[src/rtl/ble_tx_reader.sv]
`default_nettype none
// ============================================================================
// Module   : ble_tx_reader
// Brief    : Drains one byte per RAM word from a ring buffer into uart_tx,
//            reading only while the CPU leaves the data bus idle.
// Revision : 1.0 - initial release
// ============================================================================
module ble_tx_reader #(
    parameter int          BITS   = 8,
    parameter logic [31:0] ADR_LL = 32'h00C00000,
    parameter logic [31:0] ADR_UL = 32'h00C10000
) (
    input  logic            i_wb_clk,
    input  logic            i_wb_rst,
    input  logic            i_en,
    input  logic [31:0]     i_wr_adr,
    input  logic            i_cpu_cyc,
    output logic [31:0]     o_wb_adr,
    output logic            o_wb_cyc,
    output logic            o_wb_we,
    output logic [3:0]      o_wb_sel,
    input  logic [31:0]     i_wb_rdt,
    input  logic            i_wb_ack,
    output logic [BITS-1:0] o_tx_dat,
    output logic            o_tx_start,
    input  logic            i_tx_done,
    output logic [31:0]     o_rd_adr,
    output logic            o_empty,
    output logic            o_busy
);

    typedef enum logic [1:0] {
        S_IDLE  = 2'd0,
        S_READ  = 2'd1,
        S_START = 2'd2,
        S_SEND  = 2'd3
    } state_t;

    state_t      r_state;
    state_t      w_state_nxt;
    logic        w_consume;
    logic [31:0] w_rd_adr_inc;
    logic [31:0] w_rd_adr_nxt;

    assign o_wb_we  = 1'b0;
    assign o_wb_sel = 4'b1111;
    assign o_empty  = (o_rd_adr == i_wr_adr);

    generate
        if (BITS < 32) begin : g_unused_rdt
            logic w_unused_rdt;
            assign w_unused_rdt = ^i_wb_rdt[31:BITS];
        end
    endgenerate

    always_comb begin
        w_state_nxt = r_state;
        w_consume   = 1'b0;
        case (r_state)
            S_IDLE:  if (i_en && !o_empty && !i_cpu_cyc) w_state_nxt = S_READ;
            S_READ:  if (i_wb_ack) w_state_nxt = S_START;
            S_START: w_state_nxt = S_SEND;
            S_SEND: begin
                if (i_tx_done) begin
                    w_state_nxt = S_IDLE;
                    w_consume   = 1'b1;
                end
            end
            default: w_state_nxt = S_IDLE;
        endcase
    end

    // The pointer moves only once the byte has left the transmitter.
    assign w_rd_adr_inc = o_rd_adr + 32'd4;
    assign w_rd_adr_nxt = !w_consume              ? o_rd_adr :
                          (w_rd_adr_inc == ADR_UL) ? ADR_LL   : w_rd_adr_inc;

    // Outputs are registered from the next state so they line up with it.
    always_ff @(posedge i_wb_clk) begin
        if (i_wb_rst) begin
            r_state    <= S_IDLE;
            o_rd_adr   <= ADR_LL;
            o_wb_adr   <= ADR_LL;
            o_tx_dat   <= '0;
            o_wb_cyc   <= 1'b0;
            o_tx_start <= 1'b0;
            o_busy     <= 1'b0;
        end else begin
            r_state    <= w_state_nxt;
            o_rd_adr   <= w_rd_adr_nxt;
            o_wb_adr   <= w_rd_adr_nxt;
            o_wb_cyc   <= (w_state_nxt == S_READ);
            o_tx_start <= (w_state_nxt == S_START);
            o_busy     <= (w_state_nxt != S_IDLE);
            if (r_state == S_READ && i_wb_ack)
                o_tx_dat <= i_wb_rdt[BITS-1:0];
        end
    end

endmodule
`default_nettype wire

[config.mk]
export PLATFORM = sky130hd
export DESIGN_NAME = ble_tx_reader
export DESIGN_NICKNAME = d
export VERILOG_FILES = /design/src/rtl/ble_tx_reader.sv
export SDC_FILE = /design/constraint.sdc
export NUM_CORES = 1
export LEC_CHECK = 0
export BUFFER_PORTS_ARGS = -buffer_cell sky130_fd_sc_hd__clkbuf_2
export CAP_MARGIN = 15
export CORE_ASPECT_RATIO = 0.5
export CORE_UTILIZATION = 42
export CTS_CLUSTER_SIZE = 12
export DETAILED_ROUTE_END_ITERATION = 10
export GPL_ROUTABILITY_DRIVEN = 0
export PLACE_DENSITY = 0.78
export SLEW_MARGIN = 20
export SYNTH_ARGS = -nofsm -noshare
export SYNTH_HDL_FRONTEND = slang
export SYNTH_SLANG_ARGS = --single-unit
[constraint.sdc]
create_clock -name i_wb_clk -period 2.1 [get_ports i_wb_clk]
set_input_delay 0.315 -clock i_wb_clk [delete_from_list [all_inputs] [get_ports i_wb_clk]]
set_output_delay 0.315 -clock i_wb_clk [all_outputs]
set_load 0.05 [all_outputs]
== Word level (Yosys, flattened, before mapping) ==
Cells that the tools add are included.

* Add/sub/neg operators: 1
* Equality and inequality tests: 7
* Muxes and demuxes: 7
* Reductions and logical operators: 7

{| class="wikitable"
|+ Operator list
! operator !! count
|-
| $add A32 B3 Y32 const B || 1
|-
| $eq A32 B24 Y1 const B || 1
|-
| $eq A32 B32 Y1 || 1
|-
| $mux W32 || 1
|-
| $pmux W2 S4 || 1
|-
| $eq A2 B2 Y1 const B || 3
|-
| $mux W2 || 3
|-
| $eq A2 B1 Y1 const B || 2
|-
| $logic_and A1 B1 Y1 || 3
|-
| $logic_not A1 Y1 || 2
|-
| $logic_not A2 Y1 || 1
|-
| $mux W1 || 2
|-
| $reduce_bool A2 Y1 || 1
|}

* Register bits: 45
* Input bits: 70
* Output and inout bits: 81
* Word-level logic and storage cells: 28

== Depth between registers and ports, before layout ==
* Depth in word-level cells: 7
* Gate-level depth with buffers: 8
* Depth with buffers taken out: 8

== Worst setup path after synthesis ==
Ideal clock, no wire load.

* Path kind: register to register
* Start point: register o_rd_adr[3]
* End point: register o_busy
* Setup time: 0.123 ns
* Arrival: 3.694 ns
* Required time: 1.977 ns
* Slack: -1.718 ns
* Cell stages (with the launch flop): 9
* Buffers on the path: 1
* Period minus slack after synthesis: 3.818 ns
* Path through: dfxtp_1 clkbuf_1 xor2_1 nor4_1 nand4_1 nor4_1 o22a_1 nor2_1 or2_2

* Longest elaborated chain between the ends: 7

{| class="wikitable"
|+ Ends and longest elaborated chain
! element !! line !! RTL
|-
| start: declaration || 27 || <nowiki>output logic [31:0] o_rd_adr,</nowiki>
|-
| start signal: assignment || 90 || <nowiki>o_rd_adr <= w_rd_adr_nxt;</nowiki>
|-
| $eq A32 B32 Y1 || 47 || <nowiki>assign o_empty = (o_rd_adr == i_wr_adr);</nowiki>
|-
| named net o_empty || 28 || <nowiki>output logic o_empty,</nowiki>
|-
| $logic_not A1 Y1 || 60 || <nowiki>S_IDLE: if (i_en && !o_empty && !i_cpu_cyc) w_state_nxt = S_READ;</nowiki>
|-
| $logic_and A1 B1 Y1 (2 in a row) || 60 ||
|-
| $mux W2 || 60 ||
|-
| $pmux W2 S4 || 59 || <nowiki>case (r_state)</nowiki>
|-
| $reduce_bool A2 Y1 || 94 || <nowiki>o_busy <= (w_state_nxt != S_IDLE);</nowiki>
|-
| end signal: assignment || 94 ||
|-
| end: declaration || 29 || <nowiki>output logic o_busy</nowiki>
|}

The timed path passes the listed nets, and every way through them passes these cells.
A chain may end at the register's enable or synchronous reset.

== Worst setup path in the final report ==
* Start point: register o_rd_adr[25]
* End point: register o_rd_adr[3]

* Longest elaborated chain between the ends: 3

{| class="wikitable"
|+ Ends and longest elaborated chain
! element !! line !! RTL
|-
| $add A32 B3 Y32 || 74 || <nowiki>assign w_rd_adr_inc = o_rd_adr + 32'd4;</nowiki>
|-
| $eq A32 B24 Y1 || 76 || <nowiki>(w_rd_adr_inc == ADR_UL) ? ADR_LL : w_rd_adr_inc;</nowiki>
|-
| $mux W32 || 76 ||
|}

No other way between the ends.

==> flow_metrics.env <==
export IMPL_syn_area_mm2=0.00293
export IMPL_synth_fa_ha_area_share_pct=0.427
export IMPL_setup_tns_final_ns=-0.766
export IMPL_status="finished with violations"
export IMPL_start_kind="register"
export IMPL_area_growth_pct=42.0
export IMPL_grt_max_degree=27
export IMPL_violations="setup timing"
export IMPL_initial_core_util_pct=43.6
export IMPL_rows=21
export IMPL_synth_edff_count=0
export IMPL_grt_pass1_vias=2575
export IMPL_cap_violations=0
export IMPL_fp_dieH_um=61.1
export IMPL_ys_async_sr_fraction_pct=0
export IMPL_vias=3072
export IMPL_hold_class="input pin to register"
export IMPL_drv_slew=0
export IMPL_utilization_pct=61.9
export IMPL_clk_latency_ns=0.29
export IMPL_path_max_fanout=6
export IMPL_synthTopCellsByCount="43 x dfxtp_1, 43 x nor2_1, 39 x buf_4"
export IMPL_io_pins=151
export IMPL_clock_path_buffers=2
export IMPL_grt_pass1_wl_um=12400
export IMPL_worstSetupPathType="register to register"
export IMPL_totalWireLength_um=8820
export IMPL_yosysTopAreaCell="dfxtp_1"
export IMPL_cts_root_buf="clkbuf_16"
export IMPL_ys_top_cells_by_area="dfxtp_1 29%, xnor2_1 10%, xor2_1 10%"
export IMPL_synth_ff_type="dfxtp_1"
export IMPL_synth_area_mux_share_pct=0
export IMPL_timing_final_ws_setup_ns=-0.207
export IMPL_dieArea_mm2=0.00734
export IMPL_final_layout_size_suffix_gt1_share_pct=50.2
export IMPL_tightestPinTransition_ns=0.538
export IMPL_drc=0
export IMPL_synth_xor_area_share_pct=20.3
export IMPL_core_area_mm2=0.00673
export IMPL_ys_ff_latch=43
export IMPL_path_clk_slew_ns=0.06
export IMPL_fmax_mhz=433
export IMPL_vdd_drop_max_mv=0.322
export IMPL_avgSynthCellArea_um2=7.78
export IMPL_p_per_area_mw_per_mm2=444
export IMPL_timing_reg2reg_setup_slack_ns=-0.21
export IMPL_synth_distinct_cells=41
export IMPL_min_period_ns=2.31
export IMPL_worstPathRequired_ns=2.28
export IMPL_fin_crit_sh_pct=110
export IMPL_synthSimpleGateAreaFrac_pct=27.3
export IMPL_rsz0062_at_grt="yes"
export IMPL_cts_tree="yes"
export IMPL_arrival_ns=2.48
export IMPL_hp_start="i_wb_rdt[7]"
export IMPL_dp_hpwl_um=6370
export IMPL_syn_inst=377
export IMPL_fillers=560
export IMPL_overflow=0
export IMPL_wl_per_cell_um=14.7
export IMPL_track_usage_pct=22.6
export IMPL_synth_compound_area_share_pct=6.83
export IMPL_yosys_warnings=0
export IMPL_cts_buffers=5
export IMPL_grt_antenna_before_repair=0
export IMPL_ant_nets=0
export IMPL_clock_sinks=43
export IMPL_vias_per_cell=5.14
export IMPL_fp_dieW_um=120
export IMPL_dr_pass1_iters=5
export IMPL_post_place_ws_ns=-0.0207
export IMPL_finClkSkew_ns=0.00996
export IMPL_setup_viol=4
export IMPL_leakage_nw=1.88
export IMPL_relSlewSlack_pct=64.0
export IMPL_synth_top_family_by_area="simple AND/OR/NAND/NOR gates"
export IMPL_yosysSeqAreaShare_pct=29.4
export IMPL_htreeDepth=2
export IMPL_synth_top_area_share_pct=29.4
export IMPL_startpoint="o_rd_adr[25]"
export IMPL_portBuffers=117
export IMPL_antennaDiodeCount=0
export IMPL_cp_end_kind="register"
export IMPL_dr_first_iter_drc_count=198
export IMPL_r2r_start="o_rd_adr[25]"
export IMPL_nets=576
export IMPL_hold_viol_final=0
==> flip-flops by register name, indices dropped and copies added (netlist names) <==
name,cells
r_state,2
o_tx_dat,8
o_rd_adr,30
o_tx_start,1
o_wb_cyc,1
o_busy,1
==> kinds of logic (layout without fill, tap and decap cells) <==
group	after synthesis	in the layout
flops	43	43
simple gates	156	156
other cells	2	9
buf+inv	76	198
fa+ha+maj	1	1
xor+xnor	68	68
compound gates	31	31
==> final cells by class <==
class | instances | area (µm²) | area share, %
multi-input combinational | 265 | 1790 | 42.9
tap | 92 | 115 | 2.77
timing repair buffer | 183 | 1120 | 27.0
clock inverter | 1 | 6.26 | 0.150
sequential | 43 | 953 | 22.9
clock buffer | 7 | 153 | 3.67
inverter | 7 | 26.3 | 0.631
==> routing by layer <==
layer	up-vias	wire (µm)	GRT usage, %
met5	-	0	0
met4	0	198	7.50
met3	23	775	5.74
met2	172	3980	37.4
met1	1404	3870	29.6
li1	1473	-	-
==> timing repair <==
item / 4_1_cts / 5_1_grt
pin swaps: 11 / 18
gates resized for setup: 7 / 24
setup buffers: 6 / 9
setup endpoints to repair: 5 / 6
gates cloned: 0 / 0
hold buffers: 0 / 0
==> worst max-delay path, stage by stage (launching register included) <==
cell     delay [ns]
dfxtp_4        0.38
buf_4          0.13
nand4_1        0.21
nor4_1         0.40
nand2_1        0.16
xnor2_1        0.18
nor4_2         0.27
nand4_1        0.21
a32o_1         0.26
==> stage by stage <==
step                      total power [mW]  hold slack, ns  cell area, µm²  cells
after floorplan                      0.976           0.451            3150    384
after detailed placement              1.04           0.446            3750    576
final                                 1.85           0.243            4160    598
after global routing                  1.92           0.249            4160    598
after global placement                1.03           0.441            3750    576
after CTS                             1.86           0.242            3980    589
==> placed cells by master, fill, tap and decap left out, types with 2 or more instances in the layout <==
| cell | n |
|---|---|
| clkbuf_2 | 116 |
| buf_4 | 62 |
| nor2_1 | 39 |
| nand2_1 | 35 |
| xnor2_1 | 34 |
| xor2_1 | 33 |
| dfxtp_4 | 23 |
| nand4_1 | 17 |
| dfxtp_1 | 15 |
| a21oi_1 | 13 |
| nand3_1 | 12 |
| conb_1 | 9 |
| nor3_1 | 8 |
| nor4_1 | 7 |
| inv_1 | 7 |
| and3_1 | 5 |
| clkbuf_16 | 5 |
| dfxtp_2 | 5 |
| nor4_2 | 4 |
| nor2_2 | 4 |
| nor3_2 | 3 |
| nand3_2 | 3 |
| o21ai_0 | 3 |
| nor4_4 | 2 |
| and4_4 | 2 |
| and4_1 | 2 |
| o31a_1 | 2 |
| a31oi_1 | 2 |
| clkbuf_8 | 2 |
| buf_12 | 2 |
| buf_6 | 2 |
==> where the power goes <==
group          total, mW  leakage (nW)  internal [mW]  switching, mW
combinational      0.212          1.43         0.0717          0.140
sequential         0.808         0.367          0.800        0.00810
clock              0.827        0.0805          0.506          0.321
total               1.85          1.88           1.38          0.469
==> path summary, 6_finish.rpt <==
check	to	cells after the start
min reg2reg	o_tx_dat[1]	2
max reg2reg	o_rd_adr[3]	8
min	o_tx_dat[7]	3
max	o_rd_adr[3]	8
Note: power is estimated with default switching activity, not from simulation.
